**src/rtl/fetch_packet_queue_pkg.sv**
```systemverilog
// Shared types and defaults for the fetch packet queue.
// Optional feature macro (see top): FQ_BYPASS_EN.
package fetch_packet_queue_pkg;

  localparam int FQ_DEPTH   = 8;
  localparam int FQ_SLOTS   = 4;
  localparam int FQ_NUM_OUT = 2;

  typedef logic [4:0] FetchID_t;

  typedef enum logic [1:0] {
    IF_FAULT_NONE   = 2'd0,
    IF_ACCESS_FAULT = 2'd1,
    IF_PAGE_FAULT   = 2'd2,
    IF_INTERRUPT    = 2'd3
  } FetchFault_t;

  typedef struct packed {
    FetchID_t                   fetchID;
    logic [30:0]                pc;
    logic [FQ_SLOTS-1:0][31:0]  instr;
    logic [FQ_SLOTS-1:0]        mask;
    FetchFault_t                fault;
  } FetchPacket_t;

  // A faulting packet collapses to one zero pseudo-instruction in slot 0.
  function automatic FetchPacket_t fq_normalize(input FetchPacket_t p);
    FetchPacket_t n;
    n = p;
    if (p.fault != IF_FAULT_NONE) begin
      n.mask  = FQ_SLOTS'(1);
      n.instr = '0;
    end
    return n;
  endfunction

endpackage

```
**src/rtl/fetch_packet_queue_if.sv**
```systemverilog
// Fetch-side push bus and decode-side lane bus of the fetch packet queue.
interface fetch_packet_queue_if
  import fetch_packet_queue_pkg::*;
#(
  parameter int DEPTH   = FQ_DEPTH,
  parameter int SLOTS   = FQ_SLOTS,
  parameter int NUM_OUT = FQ_NUM_OUT
) ();

  logic                           IN_valid;
  logic                           OUT_ready;
  FetchID_t                       IN_fetchID;
  logic [30:0]                    IN_pc;
  logic [SLOTS-1:0][31:0]         IN_instr;
  logic [SLOTS-1:0]               IN_mask;
  FetchFault_t                    IN_fault;
  logic                           IN_flush;
  logic                           IN_decReady;
  logic [NUM_OUT-1:0]             OUT_valid;
  logic [NUM_OUT-1:0][31:0]       OUT_instr;
  logic [NUM_OUT-1:0][30:0]       OUT_pc;
  FetchID_t [NUM_OUT-1:0]         OUT_fetchID;
  FetchFault_t [NUM_OUT-1:0]      OUT_fault;
  logic [$clog2(DEPTH+1)-1:0]     OUT_count;

  modport slave (
    input  IN_valid, IN_fetchID, IN_pc, IN_instr, IN_mask, IN_fault,
           IN_flush, IN_decReady,
    output OUT_ready, OUT_valid, OUT_instr, OUT_pc, OUT_fetchID, OUT_fault,
           OUT_count
  );

  modport master (
    output IN_valid, IN_fetchID, IN_pc, IN_instr, IN_mask, IN_fault,
           IN_flush, IN_decReady,
    input  OUT_ready, OUT_valid, OUT_instr, OUT_pc, OUT_fetchID, OUT_fault,
           OUT_count
  );

endinterface

```
**src/rtl/fetch_packet_queue_slot_select.sv**
```systemverilog
// Maps the head packet's mask and slot pointer to decode lanes, and reports
// whether set slots remain once every offered lane is consumed.
module fq_slot_select #(
  parameter int SLOTS   = 4,
  parameter int NUM_OUT = 2,
  localparam int SP_W   = $clog2(SLOTS)
) (
  input  logic [SLOTS-1:0]              mask,
  input  logic [SP_W-1:0]               sp,
  output logic [NUM_OUT-1:0]            lane_valid,
  output logic [NUM_OUT-1:0][SP_W-1:0]  lane_slot,
  output logic [SP_W-1:0]               next_sp,
  output logic                          remain
);

  logic [SP_W:0] after;
  int            taken;

  // NOTE: every variable gets a default before the loop, so no path can
  // leave one unassigned and infer a latch.
  always_comb begin
    lane_valid = '0;
    lane_slot  = '0;
    after      = '0;
    remain     = 1'b0;
    taken      = 0;
    for (int s = 0; s < SLOTS; s++) begin
      if (mask[s] && (s >= int'(sp))) begin
        if (taken < NUM_OUT) begin
          lane_valid[taken] = 1'b1;
          lane_slot[taken]  = SP_W'(s);
          after             = (SP_W+1)'(s + 1);
          taken             = taken + 1;
        end else begin
          remain = 1'b1;
        end
      end
    end
  end

  // Only meaningful when remain is set, in which case after < SLOTS.
  assign next_sp = after[SP_W-1:0];

endmodule

```
**src/rtl/fetch_packet_queue.sv**
```systemverilog
// Fetch packet queue between fetch and decode; lanes come from the head packet only.
// Define FQ_BYPASS_EN to let a packet pushed into an empty queue reach decode in the same cycle.
module fetch_packet_queue
  import fetch_packet_queue_pkg::*;
#(
  parameter int DEPTH   = FQ_DEPTH,
  parameter int SLOTS   = FQ_SLOTS,
  parameter int NUM_OUT = FQ_NUM_OUT
) (
  input  logic                clk,
  input  logic                rst,
  fetch_packet_queue_if.slave fq
);

  localparam int PTR_W = $clog2(DEPTH);
  localparam int CNT_W = $clog2(DEPTH+1);
  localparam int SP_W  = $clog2(SLOTS);

  FetchPacket_t   mem [DEPTH];
  logic [PTR_W-1:0] head, tail;
  logic [CNT_W-1:0] count;
  logic [SP_W-1:0]  sp;

  FetchPacket_t raw_pkt, in_pkt, head_pkt;
  logic ready, drop, push, bypass, head_vld, offer, consume, pop, mem_pop, store;

  logic [NUM_OUT-1:0]           lane_valid;
  logic [NUM_OUT-1:0][SP_W-1:0] lane_slot;
  logic [SP_W-1:0]              next_sp;
  logic                         remain;

  always_comb begin
    raw_pkt = '{fetchID: fq.IN_fetchID, pc: fq.IN_pc, instr: fq.IN_instr,
                mask: fq.IN_mask, fault: fq.IN_fault};
    in_pkt  = fq_normalize(raw_pkt);
  end

  // Ready depends on registered occupancy only; a same-cycle pop never frees a slot.
  assign ready = (count < CNT_W'(DEPTH));
  assign drop  = (in_pkt.mask == '0);
  assign push  = fq.IN_valid && ready && !fq.IN_flush && !drop;

`ifdef FQ_BYPASS_EN
  assign bypass = push && (count == '0);
`else
  assign bypass = 1'b0;
`endif

  assign head_vld = (count != '0) || bypass;
  assign head_pkt = bypass ? in_pkt : mem[head];

  fq_slot_select #(
    .SLOTS   (SLOTS),
    .NUM_OUT (NUM_OUT)
  ) u_slot_select (
    .mask       (head_pkt.mask),
    .sp         (sp),
    .lane_valid (lane_valid),
    .lane_slot  (lane_slot),
    .next_sp    (next_sp),
    .remain     (remain)
  );

  assign offer   = head_vld && !fq.IN_flush;
  assign consume = offer && fq.IN_decReady;
  assign pop     = consume && !remain;
  // A bypassed packet that is fully consumed never occupies an entry.
  assign mem_pop = pop && !bypass;
  assign store   = push && !(bypass && pop);

  always_comb begin
    fq.OUT_valid   = '0;
    fq.OUT_instr   = '0;
    fq.OUT_pc      = '0;
    fq.OUT_fetchID = '0;
    fq.OUT_fault   = '{default: IF_FAULT_NONE};
    for (int k = 0; k < NUM_OUT; k++) begin
      fq.OUT_valid[k]   = offer && lane_valid[k];
      fq.OUT_instr[k]   = head_pkt.instr[lane_slot[k]];
      fq.OUT_pc[k]      = head_pkt.pc + 31'({lane_slot[k], 1'b0});
      fq.OUT_fetchID[k] = head_pkt.fetchID;
      fq.OUT_fault[k]   = head_pkt.fault;
    end
  end

  assign fq.OUT_ready = ready;
  assign fq.OUT_count = count;

  // NOTE: state registers use non-blocking assignments so every register in
  // this block sees the pre-edge values of the others.
  always_ff @(posedge clk) begin
    if (!rst || fq.IN_flush) begin
      head  <= '0;
      tail  <= '0;
      count <= '0;
      sp    <= '0;
    end else begin
      if (store)   tail <= tail + 1'b1;
      if (mem_pop) head <= head + 1'b1;
      count <= count + CNT_W'(store) - CNT_W'(mem_pop);
      if (consume) sp <= pop ? '0 : next_sp;
    end
  end

  // NOTE: the payload RAM is not reset; occupancy is tracked by count and
  // the pointers, so a stale entry is never offered.
  always_ff @(posedge clk) begin
    if (store) mem[tail] <= in_pkt;
  end

endmodule

```
**src/flat_wrapper.sv**
```systemverilog
// flat-port wrapper written by rule: the top's interface ports become plain ports
module fetch_packet_queue_flat import fetch_packet_queue_pkg::*;
#(
  parameter int DEPTH   = FQ_DEPTH,
  parameter int SLOTS   = FQ_SLOTS,
  parameter int NUM_OUT = FQ_NUM_OUT
)
  (clk, rst, fq_IN_valid, fq_IN_fetchID, fq_IN_pc, fq_IN_instr, fq_IN_mask, fq_IN_fault, fq_IN_flush, fq_IN_decReady, fq_OUT_ready, fq_OUT_valid, fq_OUT_instr, fq_OUT_pc, fq_OUT_fetchID, fq_OUT_fault, fq_OUT_count);
  fetch_packet_queue_if #(.DEPTH(DEPTH), .SLOTS(SLOTS), .NUM_OUT(NUM_OUT)) fq_i ();
  input  logic clk;
  input  logic rst;
  input wire logic [$bits(fq_i.IN_valid)-1:0] fq_IN_valid;
  input wire logic [$bits(fq_i.IN_fetchID)-1:0] fq_IN_fetchID;
  input wire logic [$bits(fq_i.IN_pc)-1:0] fq_IN_pc;
  input wire logic [$bits(fq_i.IN_instr)-1:0] fq_IN_instr;
  input wire logic [$bits(fq_i.IN_mask)-1:0] fq_IN_mask;
  input wire logic [$bits(fq_i.IN_fault)-1:0] fq_IN_fault;
  input wire logic [$bits(fq_i.IN_flush)-1:0] fq_IN_flush;
  input wire logic [$bits(fq_i.IN_decReady)-1:0] fq_IN_decReady;
  output wire logic [$bits(fq_i.OUT_ready)-1:0] fq_OUT_ready;
  output wire logic [$bits(fq_i.OUT_valid)-1:0] fq_OUT_valid;
  output wire logic [$bits(fq_i.OUT_instr)-1:0] fq_OUT_instr;
  output wire logic [$bits(fq_i.OUT_pc)-1:0] fq_OUT_pc;
  output wire logic [$bits(fq_i.OUT_fetchID)-1:0] fq_OUT_fetchID;
  output wire logic [$bits(fq_i.OUT_fault)-1:0] fq_OUT_fault;
  output wire logic [$bits(fq_i.OUT_count)-1:0] fq_OUT_count;
  assign fq_i.IN_valid = fq_IN_valid;
  assign fq_i.IN_fetchID = fq_IN_fetchID;
  assign fq_i.IN_pc = fq_IN_pc;
  assign fq_i.IN_instr = fq_IN_instr;
  assign fq_i.IN_mask = fq_IN_mask;
  assign fq_i.IN_fault = fq_IN_fault;
  assign fq_i.IN_flush = fq_IN_flush;
  assign fq_i.IN_decReady = fq_IN_decReady;
  assign fq_OUT_ready = fq_i.OUT_ready;
  assign fq_OUT_valid = fq_i.OUT_valid;
  assign fq_OUT_instr = fq_i.OUT_instr;
  assign fq_OUT_pc = fq_i.OUT_pc;
  assign fq_OUT_fetchID = fq_i.OUT_fetchID;
  assign fq_OUT_fault = fq_i.OUT_fault;
  assign fq_OUT_count = fq_i.OUT_count;
  fetch_packet_queue #(.DEPTH(DEPTH), .SLOTS(SLOTS), .NUM_OUT(NUM_OUT)) u_core (.clk(clk), .rst(rst), .fq(fq_i));
endmodule
```
**config.mk**
```make
export PLATFORM = sky130hd
export DESIGN_NAME = fetch_packet_queue_flat
export DESIGN_NICKNAME = d
export VERILOG_FILES = /design/src/rtl/fetch_packet_queue_pkg.sv /design/src/rtl/fetch_packet_queue_if.sv /design/src/rtl/fetch_packet_queue_slot_select.sv /design/src/rtl/fetch_packet_queue.sv /design/src/flat_wrapper.sv
export SDC_FILE = /design/constraint.sdc
export NUM_CORES = 1
export LEC_CHECK = 0
export ABC_CLOCK_PERIOD_IN_PS = 23300
export CORE_MARGIN = 10
export CORE_UTILIZATION = 60
export DETAILED_ROUTE_END_ITERATION = 8
export PLACE_DENSITY = 0.8
export SYNTH_ARGS = -nofsm -noshare
export SYNTH_HDL_FRONTEND = slang
export SYNTH_SLANG_ARGS = --single-unit
```
**constraint.sdc**
```tcl
create_clock -name clk -period 23.3 [get_ports clk]
set_input_delay 4.66 -clock clk [delete_from_list [all_inputs] [get_ports clk]]
set_output_delay 4.66 -clock clk [all_outputs]
set_load 0.02 [all_outputs]
```
==> insert_results.sql, run 1 <==
INSERT INTO impl_metrics (metric_group, metric, value, unit) VALUES
('pwr', 'pwr-share-seq', '0.529', ''),
('synthesis', 'synth-edff-count', '1360', ''),
('synthesis', 'post_synth_xor_area_fraction', '0.00935', ''),
('floorplan', 'die_height', '326', 'um'),
('sta', 'setup_failing_eps_final', '0', ''),
('pwr', 'total_switching_power', '1.12', 'mW'),
('sta', 'grt_setup_unrepaired', 'no', ''),
('worst_setup_path', 'crit_required', '18.64', 'ns'),
('pwr', 'internal_power', '4.06', 'mW'),
('sta', 'timing.setup.tns', '0', 'ns'),
('global_route', 'initial_antenna_violation_count', '11', ''),
('drt', 'routedWlPerCell', '31.1', 'um'),
('global_route', 'largest_net_degree_at_the_start_of_global_routing', '122', ''),
('floorplan', 'core.rowCount', '112', ''),
('cts', 'cts_resized', '0', ''),
('drt', 'dr_total_vias', '29200', ''),
('synthesis', 'syn-instance-count', '2741', ''),
('worst_setup_path', 'crit_path_class', 'reg2out', ''),
('placed_design', 'place.gp.congestion', '0.831', ''),
('pwr', 'p_leak', '20.0', 'nW'),
('synthesis', 'synth_ff_type', 'edfxtp_1', ''),
('sta', 'slew_violations', '0', ''),
('synthesis', 'yosys_register_bits', '1375', ''),
('synthesis', 'synthesized_area_divided_by_synthesized_cell_count', '20.5', 'um2'),
('global_route', 'grt-busiest-layer', 'met2', ''),
('sta', 'slew-limit-headroom', '0.213', ''),
('placed_design', 'port_buffers', '321', ''),
('cts', 'clkLatencyLatePin', '0.76', 'ns'),
('global_route', 'grt.overflow.total', '0', ''),
('cts', 'htree_levels', '4', ''),
('final_layout', 'layout.cells.most_common', 'edfxtp_1', ''),
('sta', 'finalHoldViolations', '0', ''),
('synthesis', 'synth-warning-count', '0', ''),
('sta', 'layout_worst_path_cycle_share', '0.548', ''),
('cts', 'clockRootBuffer', 'clkbuf_16', ''),
('placed_design', 'dpl.hpwl', '80.4', 'mm'),
('synthesis', 'synth_fa_ha_area_frac', '0.00463', ''),
('sta', 'worst-slew-pin-transition', '1.15', 'ns'),
('outcome', 'status', 'completed', ''),
('global_route', 'globalRouteMet3Util', '0.0635', ''),
('drt', 'finalWirelength', '138', 'mm'),
('drt', 'drt-pass1-iter-count', '5', ''),
('pwr', 'switching_share', '0.216', ''),
('synthesis', 'compound_cell_area_share_of_the_yosys_netlist', '0.0264', ''),
('flow_run', 'max_cap_violations', '0', ''),
('synthesis', 'number_of_unique_standard_cell_types_used_by_synthesis', '63', ''),
('cts', 'cts_tree', 'yes', ''),
('cts', 'tritoncts_num_sinks', '1375', ''),
('final_layout', 'layout.cells.non_filler', '4446', ''),
('floorplan', 'core-area', '93000', 'um2'),
('drt', 'detailedRoute.firstIterationViolations', '3768', ''),
('drt', 'route.antenna.remaining_nets', '0', ''),
('worst_setup_path', 'worst_setup_path_start_kind', 'flop', ''),
('cts', 'cts_post_setup_buffers_inserted', '0', ''),
('final_layout', 'areaGrowthSynthToFinish', '15.5', '%'),
('pwr', 'power_frac_clock', '0.411', ''),
('global_route', 'grt_pass1_wl', '203', 'mm'),
('global_route', 'groute.layer.met1.usage', '0.345', ''),
('hold_path', 'hold_crit_path_type', 'reg2reg', ''),
('pwr', 'power.total', '5.17', 'mW'),
('cts', 'clk_path_buf_depth', '3', ''),
('final_layout', 'commonest_cells_after_routing_fill_and_taps_aside', 'edfxtp_1, mux4_2, clkdlybuf4s50_1, clkbuf_16, and2_1', ''),
('sta', 'max_freq', '78.3', 'MHz'),
('synthesis', 'synthArstFlopShare', '0', ''),
('drt', 'vias_per_cell', '6.57', ''),
('worst_setup_path', 'worst_setup_path_end_kind', 'output pin', ''),
('global_route', 'track_usage', '0.259', ''),
('synthesis', 'synth.mux.area_fraction', '0.176', ''),
('final_layout', 'fillCellCount', '5561', ''),
('sta', 'setup_ws_final', '10.52', 'ns'),
('worst_setup_path', 'critical_path.max_fanout', '68', '');
-- sequential cells by signal, indices dropped and copies added (netlist names), named ones only --
name                 count
u_core.fq.OUT_count      4
u_core.head              3
u_core.mem            1360
u_core.sp                2
u_core.tail              3
-- stage by stage --
stage | util | hold WS [ns]
after floorplan | - | 0.454
after global placement | 0.651 | 0.452
after detailed placement | 0.651 | 0.472
after CTS | 0.697 | 0.494
after global routing | 0.697 | 0.523
final | 0.697 | 0.501
-- worst max-delay path, cell delays in order, from the launching register on --
cell             delay (ns)
dfxtp_4                0.78
buf_4                  0.75
buf_4                  0.88
mux4_2                 0.42
mux2i_4                0.13
a311oi_4               0.25
buf_4                  0.42
or2_4                  0.89
ha_1                   0.34
inv_1                  0.07
fa_1                   0.46
nand4b_4               0.33
nor4_1                 0.63
xnor2_1                0.20
clkdlybuf4s50_1        0.64
-- power by group through the flow --
stage               clock [mW]  sequential, mW  combinational [mW]
floorplan                    0            2.80               0.153
CTS                       2.15            2.74               0.310
finish                    2.12            2.74               0.312
detailed placement           0            2.79               0.307
global placement             0            2.79               0.300
global route              2.24            2.74               0.326
-- final cells by class --
cell class | instances | area [um2] | share of cell area
clock inverters | 79 | 763 | 0.0118
multi-input cells | 1182 | 14100 | 0.218
diodes | 4 | 10.0 | 0.000154
well taps | 1254 | 1570 | 0.0242
flip-flops and latches | 1375 | 41200 | 0.634
repair buffers | 364 | 3640 | 0.0560
inverters | 21 | 78.8 | 0.00121
clock buffers | 167 | 3560 | 0.0549
-- path summary, 6_finish.rpt --
| path | start | endpoint | slack (ns) | cells past startpoint |
|---|---|---|---|---|
| worst max-delay path | flop | fq_OUT_pc[29] | 10.52 | 14 |
| worst min-delay path | u_core.head[2] | flop | 0.50 | 2 |
| worst min register to register | u_core.head[2] | flop | 0.50 | 2 |
| worst max register to register | flop | u_core.fq.OUT_count[3] | 17.87 | 14 |
-- cells by family after synthesis --
kind of cell	after synthesis
xor+xnor	60
flops	1375
fa+ha+maj	19
compound gates	228
simple gates	326
mux	549
buf+inv	184
-- cells in the mapped netlist, drive strengths merged (3+ instances only) --
| library cell | count | area, um2 |
|---|---|---|
| nand4b | 5 | 73.8 |
| nor2 | 41 | 156 |
| ha | 16 | 200 |
| dfxtp | 15 | 300 |
| o22ai | 33 | 206 |
| nand3 | 11 | 70.1 |
| nand4 | 5 | 31.3 |
| nor3b | 4 | 30.0 |
| nor4 | 15 | 93.8 |
| nor3 | 26 | 130 |
| o21ai | 102 | 518 |
| mux2 | 77 | 905 |
| xnor2 | 46 | 403 |
| nand2b | 9 | 63.8 |
| and2 | 134 | 838 |
| nor2b | 4 | 25.0 |
| or2 | 8 | 50.1 |
| fa | 3 | 60.1 |
| mux2i | 134 | 1350 |
| or3 | 6 | 37.5 |
| o22a | 33 | 289 |
| xor2 | 14 | 123 |
| nand3b | 5 | 37.5 |
| inv | 21 | 78.8 |
| nand2 | 50 | 190 |
| a21o | 3 | 22.5 |
| buf | 115 | 762 |
| mux4 | 338 | 7650 |
| a21oi | 10 | 53.8 |
| clkbuf | 48 | 180 |
| edfxtp | 1360 | 40800 |
| o211ai | 33 | 248 |
-- per-layer routing --
layer  share of wire  wire [um]
met3           0.098      13600
met5         0.00043         60
met1            0.37      51300
met2            0.49      67600
met4           0.042       5860
(Power assumes the default switching activity.)
==> run 2: changes to the inputs <==
--- a/config.mk
+++ b/config.mk
@@ -5,11 +5,11 @@
 export SDC_FILE = /design/constraint.sdc
 export NUM_CORES = 1
 export LEC_CHECK = 0
-export ABC_CLOCK_PERIOD_IN_PS = 23300
+export ABC_CLOCK_PERIOD_IN_PS = 11500
 export CORE_MARGIN = 10
-export CORE_UTILIZATION = 60
+export CORE_UTILIZATION = 54
 export DETAILED_ROUTE_END_ITERATION = 8
-export PLACE_DENSITY = 0.8
+export PLACE_DENSITY = 0.76
 export SYNTH_ARGS = -nofsm -noshare
 export SYNTH_HDL_FRONTEND = slang
 export SYNTH_SLANG_ARGS = --single-unit
==> constraint.sdc (replaced) <==
create_clock -name clk -period 11.5 [get_ports clk]
set_input_delay 2.3 -clock clk [delete_from_list [all_inputs] [get_ports clk]]
set_output_delay 2.3 -clock clk [all_outputs]
set_load 0.02 [all_outputs]
==> run 2 against run 1 <==
Compared with the run above: clock power increased by 110%; global-route usage decreased by 2.6 points; combinational power increased by 99%; final cell count increased by 2.9%; worst hold slack got worse by 0.025 ns; sequential share of layout area decreased by 0.34 points; clock skew increased by 0.0032 ns; power increased by 100%.
==> insert_results.sql, run 2 (synthesis gave the netlist of run 1 again) <==
INSERT INTO impl_metrics (metric_group, metric, value, unit) VALUES
('drt', 'routedWlPerCell', '30.0', 'um'),
('sta', 'timing.final.crit_period', '10.19', 'ns'),
('final_layout', 'finish.net_count', '3275', ''),
('final_layout', 'largest-register', 'u_core.mem', ''),
('worst_setup_path', 'worst_setup_path_start_kind', 'flop', ''),
('worst_setup_path', 'critical_path.max_fanout', '65', ''),
('final_layout', 'commonest_cells_after_routing_fill_and_taps_aside', 'edfxtp_1, mux4_2, clkdlybuf4s50_1, clkbuf_16, and2_1', ''),
('flow_run', 'max_cap_violations', '0', ''),
('worst_setup_path', 'crit_path_class', 'reg2out', ''),
('worst_setup_path', 'cp_cell_sequence', 'buf_4 -> mux4_2 -> mux2i_1 -> or3_1 -> inv_1 -> ha_1 -> or2_2 -> a311oi_4 -> buf_4 -> or2_4 -> ha_1 -> inv_1 -> fa_1 -> nand4b_4 -> nor4_1 -> xnor2_1 -> clkdlybuf4s50_1', ''),
('drt', 'dr_total_vias', '28600', ''),
('sta', 'setup_failing_eps_final', '0', ''),
('cts', 'postCtsHoldBufs', '0', ''),
('cts', 'clk_path_buf_depth', '3', ''),
('placed_design', 'port_buffers', '321', ''),
('floorplan', 'total_die_area', '117000', 'um2'),
('worst_setup_path', 'rr_worst_depth', '13', ''),
('sta', 'max_freq', '98.2', 'MHz'),
('final_layout', 'areaGrowthSynthToFinish', '16.1', '%'),
('global_route', 'largest_net_degree_at_the_start_of_global_routing', '168', ''),
('drt', 'vias_per_cell', '6.26', ''),
('worst_setup_path', 'critical_path.max_stage_delay', '0.88', 'ns'),
('cts', 'clockRootBuffer', 'clkbuf_16', ''),
('drt', 'drc_viols', '0', ''),
('placed_design', 'dpl.hpwl', '79.8', 'mm'),
('worst_setup_path', 'arrival', '7.89', 'ns'),
('cts', 'clkLatencyLatePin', '0.73', 'ns'),
('cts', 'cts_made_buffers', '140', ''),
('placed_design', 'place.gp.congestion', '0.820', ''),
('cts', 'cts_tree', 'yes', ''),
('sta', 'whs', '0.476', 'ns'),
('global_route', 'first_global_vias', '29700', ''),
('drt', 'finalWirelength', '137', 'mm'),
('pwr', 'power.ir.vdd_worst', '129', 'uV'),
('worst_setup_path', 'worst_reg2reg_path_endpoint', 'u_core.fq.OUT_count[2]', ''),
('floorplan', 'start_util', '0.544', ''),
('final_layout', 'ratio_of_cells_with_drive_above_1_in_the_final_layout', '0.211', ''),
('cts', 'htree_levels', '4', ''),
('sta', 'setup_ws_final', '1.31', 'ns'),
('pwr', 'p_leak', '20.0', 'nW'),
('placed_design', 'detailedPlace.worstSlack', '2.14', 'ns'),
('pwr', 'power-per-cell-area', '162', 'nW/um2'),
('sta', 'slew-limit-headroom', '0.133', ''),
('hold_path', 'hold_crit_path_type', 'reg2reg', ''),
('global_route', 'grt_pass1_wl', '202', 'mm'),
('sta', 'timing.setup.tns', '0', 'ns'),
('sta', 'finalHoldViolations', '0', ''),
('floorplan', 'die_height', '343', 'um'),
('placed_design', 'place_inst', '4319', ''),
('cts', 'cts_resized', '0', ''),
('sta', 'layout_worst_path_cycle_share', '0.886', ''),
('floorplan', 'die_w', '343', 'um'),
('worst_setup_path', 'crit_required', '9.20', 'ns'),
('floorplan', 'design.portCount', '322', ''),
('worst_setup_path', 'cpMaxStageDelayCell', 'or2_4', ''),
('final_layout', 'layout.cells.most_common', 'edfxtp_1', ''),
('pwr', 'power.total', '10.6', 'mW'),
('final_layout', 'stdcell_area', '65200', 'um2'),
('floorplan', 'core-area', '103000', 'um2'),
('floorplan', 'core.rowCount', '118', ''),
('global_route', 'grt.overflow.total', '0', ''),
('placed_design', 'detailed_place.area', '60700', 'um2'),
('sta', 'grt_setup_unrepaired', 'no', ''),
('drt', 'detailedRoute.firstIterationViolations', '3760', ''),
('sta', 'fin_worst_skew', '0.0270', 'ns'),
('drt', 'drt-pass1-iter-count', '7', ''),
('drt', 'route.antenna.remaining_nets', '0', ''),
('cts', 'tritoncts_num_sinks', '1375', ''),
('final_layout', 'layout.cells.non_filler', '4577', ''),
('worst_setup_path', 'worst_setup_path_end_kind', 'output pin', ''),
('sta', 'worst-slew-pin-transition', '1.30', 'ns'),
('cts', 'path_clk_slew', '0.06', 'ns'),
('final_layout', 'largest_register_ff_count', '1360', ''),
('cts', 'cts_post_setup_buffers_inserted', '0', ''),
('final_layout', 'postLayoutCoreUtil', '0.631', ''),
('global_route', 'track_usage', '0.234', ''),
('sta', 'slew_violations', '0', ''),
('worst_setup_path', 'worstSetupEndpoint', 'fq_OUT_pc[27]', ''),
('worst_setup_path', 'ff2ff_setup_slack', '6.56', 'ns'),
('outcome', 'status', 'completed', ''),
('global_route', 'initial_antenna_violation_count', '8', '');
==> run 2: worst max-delay path: cells and delay by family (launching register included) <==
kind | cells | cell delay (ns)
buffers and inverters | 5 | 1.87
AND/OR/NAND/NOR | 5 | 2.21
AO/OA/AOI/OAI | 1 | 0.26
flip-flops | 1 | 0.68
XOR/XNOR | 1 | 0.18
multiplexers | 2 | 0.71
adder cells (fa/ha/maj) | 3 | 1.10
==> run 2: worst min path at each step <==
stage / start / end / slack, ns / cells after the start
floorplan: u_core.head[1] / flop / 0.45 / 2
global placement: u_core.head[1] / flop / 0.46 / 2
detailed placement: u_core.head[2] / flop / 0.48 / 2
CTS: u_core.head[1] / flop / 0.47 / 2
global route: u_core.head[1] / flop / 0.48 / 2
finish: u_core.head[1] / flop / 0.48 / 2
==> run 2: report_power, final <==
group          internal [mW]  leakage [nW]  switching, mW
Sequential              5.53          12.8         0.0109
Clock                   2.55          2.17           1.85
Combinational          0.258          5.09          0.365
==> run 2: area by class of cell <==
class	count	area, um2
inverters	21	78.8
fillers	6919	38100
clock inverters	84	831
well taps	1380	1730
diodes	5	12.5
flip-flops and latches	1375	41200
repair buffers	361	3630
multi-input cells	1182	14200
clock buffers	169	3650
==> run 2: metal layers <==
layer | vias up | share of wire | global-route usage
met1 | 15000 | 0.39 | 0.319
met5 | - | 0.000073 | 0
met2 | 1395 | 0.49 | 0.373
met3 | 227 | 0.078 | 0.0447
met4 | 2 | 0.037 | 0.0926
li1 | 12000 | - | -
==> run 3: changes to the inputs <==
--- a/config.mk
+++ b/config.mk
@@ -9,6 +9,7 @@
 export CORE_MARGIN = 10
 export CORE_UTILIZATION = 54
 export DETAILED_ROUTE_END_ITERATION = 8
+export GPL_TIMING_DRIVEN = 0
 export PLACE_DENSITY = 0.76
 export SYNTH_ARGS = -nofsm -noshare
 export SYNTH_HDL_FRONTEND = slang
==> run 3 against run 2 <==
Compared with the run above: setup slack improved by 0.079 ns; highest routed layer unchanged; flip-flop and latch count unchanged; final cell count increased by 4.5%; critical path type unchanged; clock power decreased by 3%; worst hold slack improved by 0.031 ns; clock skew increased by 0.0043 ns; largest cell class unchanged.
==> insert_results.sql, run 3 (synthesis gave the netlist of run 1 again) <==
INSERT INTO impl_metrics (metric_group, metric, value, unit) VALUES
('cts', 'clk_path_buf_depth', '3', ''),
('drt', 'detailedRoute.firstIterationViolations', '4286', ''),
('worst_setup_path', 'cpMaxStageDelayCell', 'a311oi_2', ''),
('placed_design', 'port_buffers', '321', ''),
('worst_setup_path', 'ff2ff_setup_slack', '7.07', 'ns'),
('cts', 'cts_post_setup_buffers_inserted', '0', ''),
('sta', 'fin_worst_skew', '0.0312', 'ns'),
('cts', 'htree_levels', '4', ''),
('worst_setup_path', 'critical_path.max_stage_delay', '0.83', 'ns'),
('final_layout', 'largest-register', 'u_core.mem', ''),
('global_route', 'grt.overflow.total', '0', ''),
('sta', 'finalHoldViolations', '0', ''),
('placed_design', 'dpl.hpwl', '108', 'mm'),
('hold_path', 'hold_crit_path_type', 'reg2reg', ''),
('sta', 'max_freq', '98.9', 'MHz'),
('cts', 'tritoncts_num_sinks', '1375', ''),
('drt', 'dr_total_vias', '30600', ''),
('cts', 'cts_resized', '0', ''),
('global_route', 'initial_antenna_violation_count', '13', ''),
('floorplan', 'core.rowCount', '118', ''),
('cts', 'postCtsHoldBufs', '0', ''),
('drt', 'routedWlPerCell', '32.2', 'um'),
('pwr', 'p_leak', '21.3', 'nW'),
('placed_design', 'place.gp.congestion', '0.900', ''),
('final_layout', 'fillCellCount', '6587', ''),
('pwr', 'power.ir.vdd_worst', '144', 'uV'),
('cts', 'clkLatencyLatePin', '0.75', 'ns'),
('floorplan', 'start_util', '0.544', ''),
('sta', 'timing.setup.tns', '0', 'ns'),
('sta', 'slew_violations', '0', ''),
('worst_setup_path', 'critical_path.max_fanout', '10', ''),
('final_layout', 'commonest_cells_after_routing_fill_and_taps_aside', 'edfxtp_1, mux4_2, clkdlybuf4s50_1, clkbuf_16, and2_1', ''),
('worst_setup_path', 'worst_setup_path_start_kind', 'flop', ''),
('placed_design', 'detailed_place.area', '63500', 'um2'),
('global_route', 'first_global_vias', '31500', ''),
('floorplan', 'die_height', '343', 'um'),
('drt', 'finalWirelength', '154', 'mm'),
('drt', 'vias_per_cell', '6.41', ''),
('sta', 'setup_failing_eps_final', '0', ''),
('final_layout', 'finish.net_count', '3497', ''),
('worst_setup_path', 'worst_setup_path_end_kind', 'output pin', ''),
('sta', 'layout_worst_path_cycle_share', '0.879', ''),
('flow_run', 'max_cap_violations', '0', ''),
('worst_setup_path', 'arrival', '7.81', 'ns'),
('floorplan', 'total_die_area', '117000', 'um2'),
('worst_setup_path', 'timing.critical_path.buf_inv', '11', ''),
('sta', 'grt_setup_unrepaired', 'no', ''),
('global_route', 'grt_pass1_wl', '222', 'mm'),
('final_layout', 'largest_register_ff_count', '1360', ''),
('worst_setup_path', 'crit_required', '9.20', 'ns'),
('final_layout', 'layout.cells.most_common', 'edfxtp_1', ''),
('drt', 'route.antenna.remaining_nets', '0', ''),
('pwr', 'power-per-cell-area', '155', 'nW/um2'),
('sta', 'slew-limit-headroom', '0.138', ''),
('floorplan', 'die_w', '343', 'um'),
('final_layout', 'ratio_of_cells_with_drive_above_1_in_the_final_layout', '0.241', ''),
('cts', 'path_clk_slew', '0.06', 'ns'),
('cts', 'cts_made_buffers', '136', ''),
('sta', 'worst-slew-pin-transition', '1.29', 'ns'),
('sta', 'timing.final.crit_period', '10.11', 'ns'),
('worst_setup_path', 'crit_path_class', 'reg2out', ''),
('worst_setup_path', 'cell_type_with_the_highest_occurrence_count_on_the_critical_path', 'buf_6', ''),
('drt', 'drt-pass1-iter-count', '8', ''),
('global_route', 'track_usage', '0.262', ''),
('cts', 'clockRootBuffer', 'clkbuf_16', ''),
('outcome', 'status', 'completed', ''),
('worst_setup_path', 'cp_cell_sequence', 'buf_6 -> buf_6 -> buf_8 -> buf_8 -> buf_2 -> mux4_2 -> nand2_1 -> a21o_1 -> inv_1 -> ha_1 -> or2_2 -> a311oi_2 -> or2_1 -> buf_6 -> buf_6 -> buf_4 -> ha_1 -> inv_1 -> fa_1 -> nand4b_4 -> nor4_1 -> xnor2_1 -> clkdlybuf4s50_1', ''),
('final_layout', 'stdcell_area', '67800', 'um2'),
('cts', 'cts_tree', 'yes', ''),
('drt', 'drc_viols', '0', ''),
('final_layout', 'areaGrowthSynthToFinish', '20.7', '%'),
('floorplan', 'design.portCount', '322', ''),
('pwr', 'power.total', '10.5', 'mW'),
('global_route', 'largest_net_degree_at_the_start_of_global_routing', '26', ''),
('floorplan', 'core-area', '103000', 'um2'),
('worst_setup_path', 'crit_family', 'buffers and inverters', '');
run 3: layout make-up:
| type | count | area (um2) | area share |
|---|---|---|---|
| flip-flops and latches | 1375 | 41100 | 0.607 |
| multi-input cells | 1182 | 14100 | 0.208 |
| repair buffers | 424 | 5540 | 0.0817 |
| plain buffers | 163 | 942 | 0.0139 |
| clock inverters | 78 | 728 | 0.0107 |
| clock buffers | 159 | 3530 | 0.0521 |
| well taps | 1380 | 1730 | 0.0255 |
| inverters | 21 | 78.8 | 0.00116 |
| diodes | 3 | 7.51 | 0.000111 |
run 3: stage by stage:
stage          hold WS [ns]  utilization  setup WS (ns)  instances
5_1_grt               0.552        0.656           1.13       4784
3_3_place_gp          0.474        0.592          -8.92       4442
6_report              0.507        0.656           1.39       4785
3_5_place_dp          0.496        0.615           2.28       4545
4_1_cts               0.504        0.656           1.42       4782
2_1_floorplan         0.454            -          0.111       2741
run 3: layer usage:
| metal | global-route usage | wire length (um) | vias to the layer above |
|---|---|---|---|
| li1 | - | - | 12500 |
| met1 | 0.338 | 54900 | 15800 |
| met2 | 0.418 | 75400 | 1983 |
| met3 | 0.0681 | 16300 | 350 |
| met4 | 0.118 | 7460 | 14 |
| met5 | 0 | 92 | - |
run 3: final timing paths:
kind | start | cells past startpoint | end
worst max-delay path | flop | 23 | fq_OUT_pc[27]
worst min-delay path | u_core.head[1] | 2 | u_core.head[1]
worst max register to register | flop | 19 | u_core.fq.OUT_count[2]
worst min register to register | u_core.head[1] | 2 | u_core.head[1]
run 3: where the power goes:
group	leakage [nW]	internal, mW	switching, mW
sequential	12.7	5.53	0.0111
combinational	6.52	0.282	0.395
clock	2.08	2.43	1.85
total	21.3	8.25	2.25
run 3: worst reg2reg max path, delay by kind of cell (launching register included):
kind | cells | cell delay (ns)
buf+inv | 9 | 1.62
flops | 1 | 0.32
xor+xnor | 1 | 0.17
mux | 1 | 0.39
fa+ha+maj | 4 | 1.05
simple gates | 2 | 0.14
compound gates | 2 | 0.58
